==> src/rtl/max_pool_layer_1.sv <==
// 2x2 stride-2 binary max-pool (per-channel OR) over an 8-channel raster stream.
// Optional MAX_POOL_LAYER_1_FRAME_DONE_EN adds frame_done_pool1 and a saturating frame counter.
module max_pool_layer_1 #(
    parameter int WIDTH  = 26,
    parameter int HEIGHT = 26
) (
    input  logic clk,
    input  logic rst,
    input  logic conv1_out_1,
    input  logic conv1_out_2,
    input  logic conv1_out_3,
    input  logic conv1_out_4,
    input  logic conv1_out_5,
    input  logic conv1_out_6,
    input  logic conv1_out_7,
    input  logic conv1_out_8,
    input  logic valid_out_conv1,
    output logic pool1_out_1,
    output logic pool1_out_2,
    output logic pool1_out_3,
    output logic pool1_out_4,
    output logic pool1_out_5,
    output logic pool1_out_6,
    output logic pool1_out_7,
    output logic pool1_out_8,
    output logic valid_out_pool1
`ifdef MAX_POOL_LAYER_1_FRAME_DONE_EN
    ,
    output logic frame_done_pool1
`endif
);

    localparam int CW  = (WIDTH  > 1) ? $clog2(WIDTH)  : 1;
    localparam int RW  = (HEIGHT > 1) ? $clog2(HEIGHT) : 1;
    localparam int LB  = WIDTH / 2;
    localparam int LBW = (LB > 1) ? $clog2(LB) : 1;

    localparam logic [CW-1:0] COL_LAST     = CW'(WIDTH - 1);
    localparam logic [RW-1:0] ROW_LAST     = RW'(HEIGHT - 1);
    localparam logic [CW-1:0] COL_LAST_WIN = CW'(2 * (WIDTH / 2) - 1);
    localparam logic [RW-1:0] ROW_LAST_WIN = RW'(2 * (HEIGHT / 2) - 1);

    logic [CW-1:0]  col_cnt;
    logic [RW-1:0]  row_cnt;
    logic [7:0]     hold;
    logic [7:0]     linebuf [LB];
    logic [7:0]     pool;
    logic [7:0]     pix;
    logic [LBW-1:0] lb_idx;

    assign pix = {conv1_out_8, conv1_out_7, conv1_out_6, conv1_out_5,
                  conv1_out_4, conv1_out_3, conv1_out_2, conv1_out_1};

    // Only odd columns address the line buffer, so c>>1 always stays below LB.
    assign lb_idx = col_cnt[LBW:1];

    assign {pool1_out_8, pool1_out_7, pool1_out_6, pool1_out_5,
            pool1_out_4, pool1_out_3, pool1_out_2, pool1_out_1} = pool;

`ifdef MAX_POOL_LAYER_1_FRAME_DONE_EN
    logic [15:0] frame_cnt;
`endif

    always_ff @(posedge clk) begin
        if (rst) begin
            col_cnt         <= '0;
            row_cnt         <= '0;
            hold            <= '0;
            pool            <= '0;
            valid_out_pool1 <= 1'b0;
            for (int unsigned i = 0; i < LB; i++) begin
                linebuf[i] <= '0;
            end
`ifdef MAX_POOL_LAYER_1_FRAME_DONE_EN
            frame_done_pool1 <= 1'b0;
            frame_cnt        <= '0;
`endif
        end else begin
            valid_out_pool1 <= 1'b0;
`ifdef MAX_POOL_LAYER_1_FRAME_DONE_EN
            frame_done_pool1 <= 1'b0;
`endif
            if (valid_out_conv1) begin
                if (col_cnt == COL_LAST) begin
                    col_cnt <= '0;
                    row_cnt <= (row_cnt == ROW_LAST) ? '0 : row_cnt + 1'b1;
                end else begin
                    col_cnt <= col_cnt + 1'b1;
                end

                // Trailing odd column/row land in the even branches and never emit.
                if (!col_cnt[0]) begin
                    hold <= pix;
                end else if (!row_cnt[0]) begin
                    linebuf[lb_idx] <= hold | pix;
                end else begin
                    pool            <= linebuf[lb_idx] | hold | pix;
                    valid_out_pool1 <= 1'b1;
`ifdef MAX_POOL_LAYER_1_FRAME_DONE_EN
                    if (row_cnt == ROW_LAST_WIN && col_cnt == COL_LAST_WIN) begin
                        frame_done_pool1 <= 1'b1;
                        if (frame_cnt != 16'hFFFF) begin
                            frame_cnt <= frame_cnt + 16'd1;
                        end
                    end
`endif
                end
            end
        end
    end

endmodule

==> config.mk <==
export PLATFORM = sky130hd
export DESIGN_NAME = max_pool_layer_1
export DESIGN_NICKNAME = d
export VERILOG_FILES = /design/src/rtl/max_pool_layer_1.sv
export SDC_FILE = /design/constraint.sdc
export NUM_CORES = 1
export LEC_CHECK = 0
export CORE_UTILIZATION = 50
export CTS_CLUSTER_SIZE = 24
export DETAILED_ROUTE_END_ITERATION = 12
export PLACE_DENSITY_LB_ADDON = 0.3
export SYNTH_ARGS = -nofsm -noshare
export SYNTH_HDL_FRONTEND = slang
export SYNTH_SLANG_ARGS = --single-unit
==> constraint.sdc <==
create_clock -name clk -period 3 [get_ports clk]
set_input_delay 0.3 -clock clk [delete_from_list [all_inputs] [get_ports clk]]
set_output_delay 0.3 -clock clk [all_outputs]
set_load 0.01 [all_outputs]
After elaboration in Yosys (flattened, before gate mapping) --
Memory sizes are Yosys's and may differ from the RTL's. A register that Yosys moved wholly into a read port is not among the register bits. Cells that the tools add are included.
Storage, ports and cells: bits of input ports 11, word-level logic and storage cells 35, memories kept 1, RAM bits 104, bits in registers 27, output and inout bits 9
Operators by class: equality and inequality tests 2, $add $sub $neg 2, bitwise operators 5, reductions and logical operators 5, mux-type cells 15
Memories:
- linebuf | words 13, width 8, read ports 1, clocked after Yosys merged registers in 1, wr ports 13, line 46 | logic [7:0] linebuf [LB];
Operators with widths (number):
- $or A8 B8 Y8 | 3
- $mux W4 | 3
- $add A5 B1 Y5 const B | 2
- $eq A5 B5 Y1 const B | 2
- $mux W5 | 2
- $mux W1 | 9
- $mux W8 | 1
- $reduce_or A8 Y1 | 1
- $reduce_and A2 Y1 | 2
- $reduce_and A3 Y1 | 1
- $reduce_or A3 Y1 | 1
- $not A1 Y1 | 2

Depth between registers and ports, before layout --
depth in word-level cells 7, gate-level depth with buffers 7, depth with buffers taken out 5

Worst setup path after synthesis --
OpenSTA, ideal clock, no wires.
kind register to register, start point register col_cnt[0], end point memory linebuf[12][0], enable pin, clock period less this slack 1.895 ns, library setup time 0.334 ns, path slack 1.105 ns, stages on the path, launching flop included 5, arrival 1.560 ns, path buffers 0, data required time 2.666 ns, cell sequence dfxtp_1 > nand4bb_1 > nor3_1 > nand3_2 > nand2b_1
RTL lines:
- start, declared | line 43 | logic [CW-1:0] col_cnt;
- start signal, assigned | line 88 | col_cnt <= col_cnt + 1'b1;
- end, declared | line 46

==> flow_metrics.py <==
metrics = {
    "status": {
        "result_of_the_run": "completed",
    },
    "synthesis": {
        "yosys_most_used_dff": "sky130_fd_sc_hd__edfxtp_1",
        "main_combinational_cell_family_by_area_after_synthesis": "simple AND/OR/NAND/NOR gates",
        "post_synth_num_cell_types": 39,
        "synth-async-reset-ratio_pct": 0,
        "ys.warnings.count": 0,
        "number_of_nets_produced_by_synthesis": 526,
        "yosysMostFrequentCell": "sky130_fd_sc_hd__nor2_1",
        "post_synth_inst_count": 511,
        "synth_simple_gate_area_share_pct": 14.2,
        "synth_top_cell_area_share_pct": 56.8,
        "yosys-top-cells-count": "sky130_fd_sc_hd__nor2_1 (129), sky130_fd_sc_hd__edfxtp_1 (128), sky130_fd_sc_hd__nand2_1 (35)",
        "mappedNetlistArea_mm2": 0.00677,
        "synth_compound_gate_area_share_pct": 4.03,
        "synthAdderAreaFrac_pct": 0.739,
        "post_synth_xor_area_fraction_pct": 1.04,
        "postSynthAreaPerCell_um2": 13.2,
        "synth_top_cell_by_area": "sky130_fd_sc_hd__edfxtp_1",
        "muxShareOfSynthArea_pct": 11.1,
        "ys_seq_area_share_pct": 66.0,
        "synth_enable_flop_cells": 128,
        "synth.area.top_cells": "sky130_fd_sc_hd__edfxtp_1 (57%), sky130_fd_sc_hd__dfxtp_1 (9.2%), sky130_fd_sc_hd__nor2_1 (7.2%)",
        "yosys_register_bits": 159,
    },
    "job": {
        "cap_violations": 0,
    },
    "route": {
        "detail_route.drc_violations": 0,
        "route.detailed.vias_per_inst": 5.80,
        "final_antenna_net_count": 0,
        "routed-via-count": 4156,
        "detail_route.first_pass.iterations": 5,
        "drt-initial-drc-count": 397,
        "average_routed_wire_per_standard_cell_um": 21.2,
        "finalWirelength_um": 15200,
    },
    "critical_path": {
        "critPathCapture": "linebuf[9][6]$_SDFFCE_PN0P_",
        "worstPathArrival_ns": 2.50,
        "crit-reg2reg-launch": "col_cnt[0]$_SDFFE_PP0P_",
        "start_kind": "flip-flop",
        "critPathKind": "flip-flop to flip-flop",
        "r2r_setup_slack_ns": 0.59,
        "crit_path_start": "col_cnt[0]$_SDFFE_PP0P_",
        "cp_required_ns": 3.09,
        "critical_path_peak_fanout": 9,
        "worstReg2RegEnd": "linebuf[9][6]$_SDFFCE_PN0P_",
        "reg2regPathDepth": 4,
        "endpoint_kind": "flip-flop",
    },
    "clock_tree": {
        "cts.sinks": 159,
        "clock_tree_from_tritoncts": "done",
        "clk_transition_reported_paths_ns": 0.06,
        "clockBufferDepth": 2,
        "worst_skew_pair.late_latency_ns": 0.42,
        "post_cts_sizing": 0,
        "cts_setup_buffers": 0,
        "cts_buffers": 17,
        "root_buffer": "sky130_fd_sc_hd__clkbuf_16",
        "htree_levels": 4,
        "cts_hold_buffers": 0,
    },
    "timing": {
        "tightestPinTransition_ns": 0.818,
        "finalMaxSlewViolations": 0,
        "hold_viol": 0,
        "maxSlewHeadroom_pct": 45.3,
        "rsz0062_at_grt": "no",
        "fin_skew_ns": 0.00647,
        "setup_slack_of_the_critical_path_after_layout_ns": 0.589,
        "timing.final.setup_violations": 0,
        "achievable-frequency_mhz": 415,
        "timing.final.crit_period_ns": 2.41,
        "tns_ns": 0,
        "min_period_over_period_pct": 80.4,
    },
    "final_layout": {
        "layout.filler_cells": 1037,
        "layout.nets": 544,
        "diodes": 0,
        "final_cells": 717,
        "postLayoutCoreUtil_pct": 58.5,
        "areaGrowthSynthToFinish_pct": 14.4,
        "layout-drive-gt1-share_pct": 12.6,
    },
    "die": {
        "placement_row_count": 42,
        "dieArea_mm2": 0.0140,
        "design.portCount": 20,
        "chipWidth_um": 118,
        "initial_core_util_pct": 51.1,
        "die_y_um": 118,
        "total_core_area_mm2": 0.0132,
    },
    "grt": {
        "vias_in_the_first_global_route": 4013,
        "grt_use_total_pct": 23.3,
        "antenna_found_initial": 0,
        "maximum_number_of_pins_on_one_net_before_global_route_repair": 38,
        "wire_length_of_the_first_global_routing_pass_um": 23500,
        "grt-ovfl-total": 0,
    },
    "power": {
        "power.density_mw_per_mm2": 649,
        "leakagePower_uw": 0.00279,
        "sequentialPowerShare_pct": 49.4,
        "switchingPower_uw": 1030,
        "total_power_uw": 5030,
        "power_report.internal_total_uw": 4000,
        "swShare_pct": 20.5,
        "power.combinational.fraction_pct": 5.0,
        "max-vdd-ir-drop_uv": 387,
        "p_clk_share_pct": 45.6,
    },
    "placement": {
        "port_buffers": 19,
        "place.detailed.hpwl_um": 10200,
        "place_inst": 686,
        "gp_congestion": 0.824,
        "place_ws_ns": 0.316,
    },
    "min_path": {
        "hold_class": "flip-flop to flip-flop",
    },
}
worst min path at each step:
| stage | slack, ns | to | startpoint | depth (start not counted) |
|---|---|---|---|---|
| final | 0.45 | hold[7]$_SDFFE_PP0P_ | hold[7]$_SDFFE_PP0P_ | 2 |
| after global routing | 0.47 | hold[2]$_SDFFE_PP0P_ | conv1_out_3 | 3 |
| after CTS | 0.44 | hold[6]$_SDFFE_PP0P_ | conv1_out_7 | 3 |
| after detailed placement | 0.45 | hold[7]$_SDFFE_PP0P_ | hold[7]$_SDFFE_PP0P_ | 2 |
| after global placement | 0.44 | hold[6]$_SDFFE_PP0P_ | hold[6]$_SDFFE_PP0P_ | 2 |
| after floorplan | 0.44 | hold[0]$_SDFFE_PP0P_ | conv1_out_1 | 2 |
stage by stage:
stage	hold slack [ns]	area, µm²
2_1_floorplan	0.436	6770
3_3_place_gp	0.443	7120
3_5_place_dp	0.448	7120
4_1_cts	0.437	7750
5_1_grt	0.467	7750
6_report	0.454	7750
critical path, stage by stage, from the launching register on:
cell                        delay (ns)
sky130_fd_sc_hd__dfxtp_1          0.46
sky130_fd_sc_hd__nand4bb_1        0.24
sky130_fd_sc_hd__nor3_1           0.60
sky130_fd_sc_hd__nand2_1          0.37
sky130_fd_sc_hd__nand2b_1         0.39
metal layers:
layer / vias up / global-route usage, % / share of wire (%)
li1: 1888 / - / -
met1: 2034 / 31.6 / 42
met2: 201 / 35.1 / 47
met5: - / 0 / 0
met4: 0 / 10.7 / 2.8
met3: 33 / 6.42 / 8.2
final cells by class:
| type | instances | area (µm²) | share of cell area [%] |
|---|---|---|---|
| repair buffers | 32 | 288 | 3.72 |
| well taps | 176 | 220 | 2.84 |
| clock buffers | 19 | 433 | 5.59 |
| multi-input cells | 308 | 2110 | 27.2 |
| inverters | 11 | 41.3 | 0.533 |
| clock inverters | 12 | 193 | 2.49 |
| flip-flops and latches | 159 | 4460 | 57.6 |
sequential cells by signal, summed over array words and instances, names as in the netlist, named ones only:
name             flops
linebuf            128
hold                 8
pool                 8
col_cnt              5
row_cnt              5
valid_out_pool1      1
power groups by stage:
stage	Sequential, µW	Combinational, µW	Clock [µW]
global route	2490	270	2410
finish	2480	252	2290
CTS	2480	250	2320
global placement	2520	244	0
detailed placement	2530	248	0
floorplan	2500	165	0
placed cells by master (no fill, tap or decap), types with 3 or more instances in the layout:
cell                              synthesis  routed
sky130_fd_sc_hd__nor3_1                   6       6
sky130_fd_sc_hd__nand2_2                  3       3
sky130_fd_sc_hd__mux2i_1                 12      12
sky130_fd_sc_hd__dfxtp_1                 31      31
sky130_fd_sc_hd__nand2_1                 35      35
sky130_fd_sc_hd__a21oi_1                 10      10
sky130_fd_sc_hd__inv_1                   11      11
sky130_fd_sc_hd__clkinv_2                 0       3
sky130_fd_sc_hd__nor2b_1                  9       9
sky130_fd_sc_hd__and3_1                   5       5
sky130_fd_sc_hd__clkdlybuf4s50_1          0      19
sky130_fd_sc_hd__bufinv_16                0       5
sky130_fd_sc_hd__clkbuf_16                0      17
sky130_fd_sc_hd__a221oi_1                12      12
sky130_fd_sc_hd__xor2_1                   6       6
sky130_fd_sc_hd__mux4_1                   7       7
sky130_fd_sc_hd__a211oi_1                 6       6
sky130_fd_sc_hd__nand4_1                  3       3
sky130_fd_sc_hd__nand2b_1                14      14
sky130_fd_sc_hd__o21ai_0                  6       6
sky130_fd_sc_hd__ha_1                     4       4
sky130_fd_sc_hd__mux4_2                  19      19
sky130_fd_sc_hd__nor2_1                 129     129
sky130_fd_sc_hd__a2111oi_0                3       3
sky130_fd_sc_hd__edfxtp_1               128     128
sky130_fd_sc_hd__buf_4                    4      13
kinds of logic (layout without fill, tap and decap cells):
| group | count (synthesis) | count (layout) |
|---|---|---|
| fa+ha+maj | 4 | 4 |
| xor+xnor | 8 | 8 |
| compound gates | 39 | 39 |
| simple gates | 217 | 217 |
| flops | 159 | 159 |
| buf+inv | 44 | 74 |
| mux | 40 | 40 |
(Power assumes the default switching activity.)
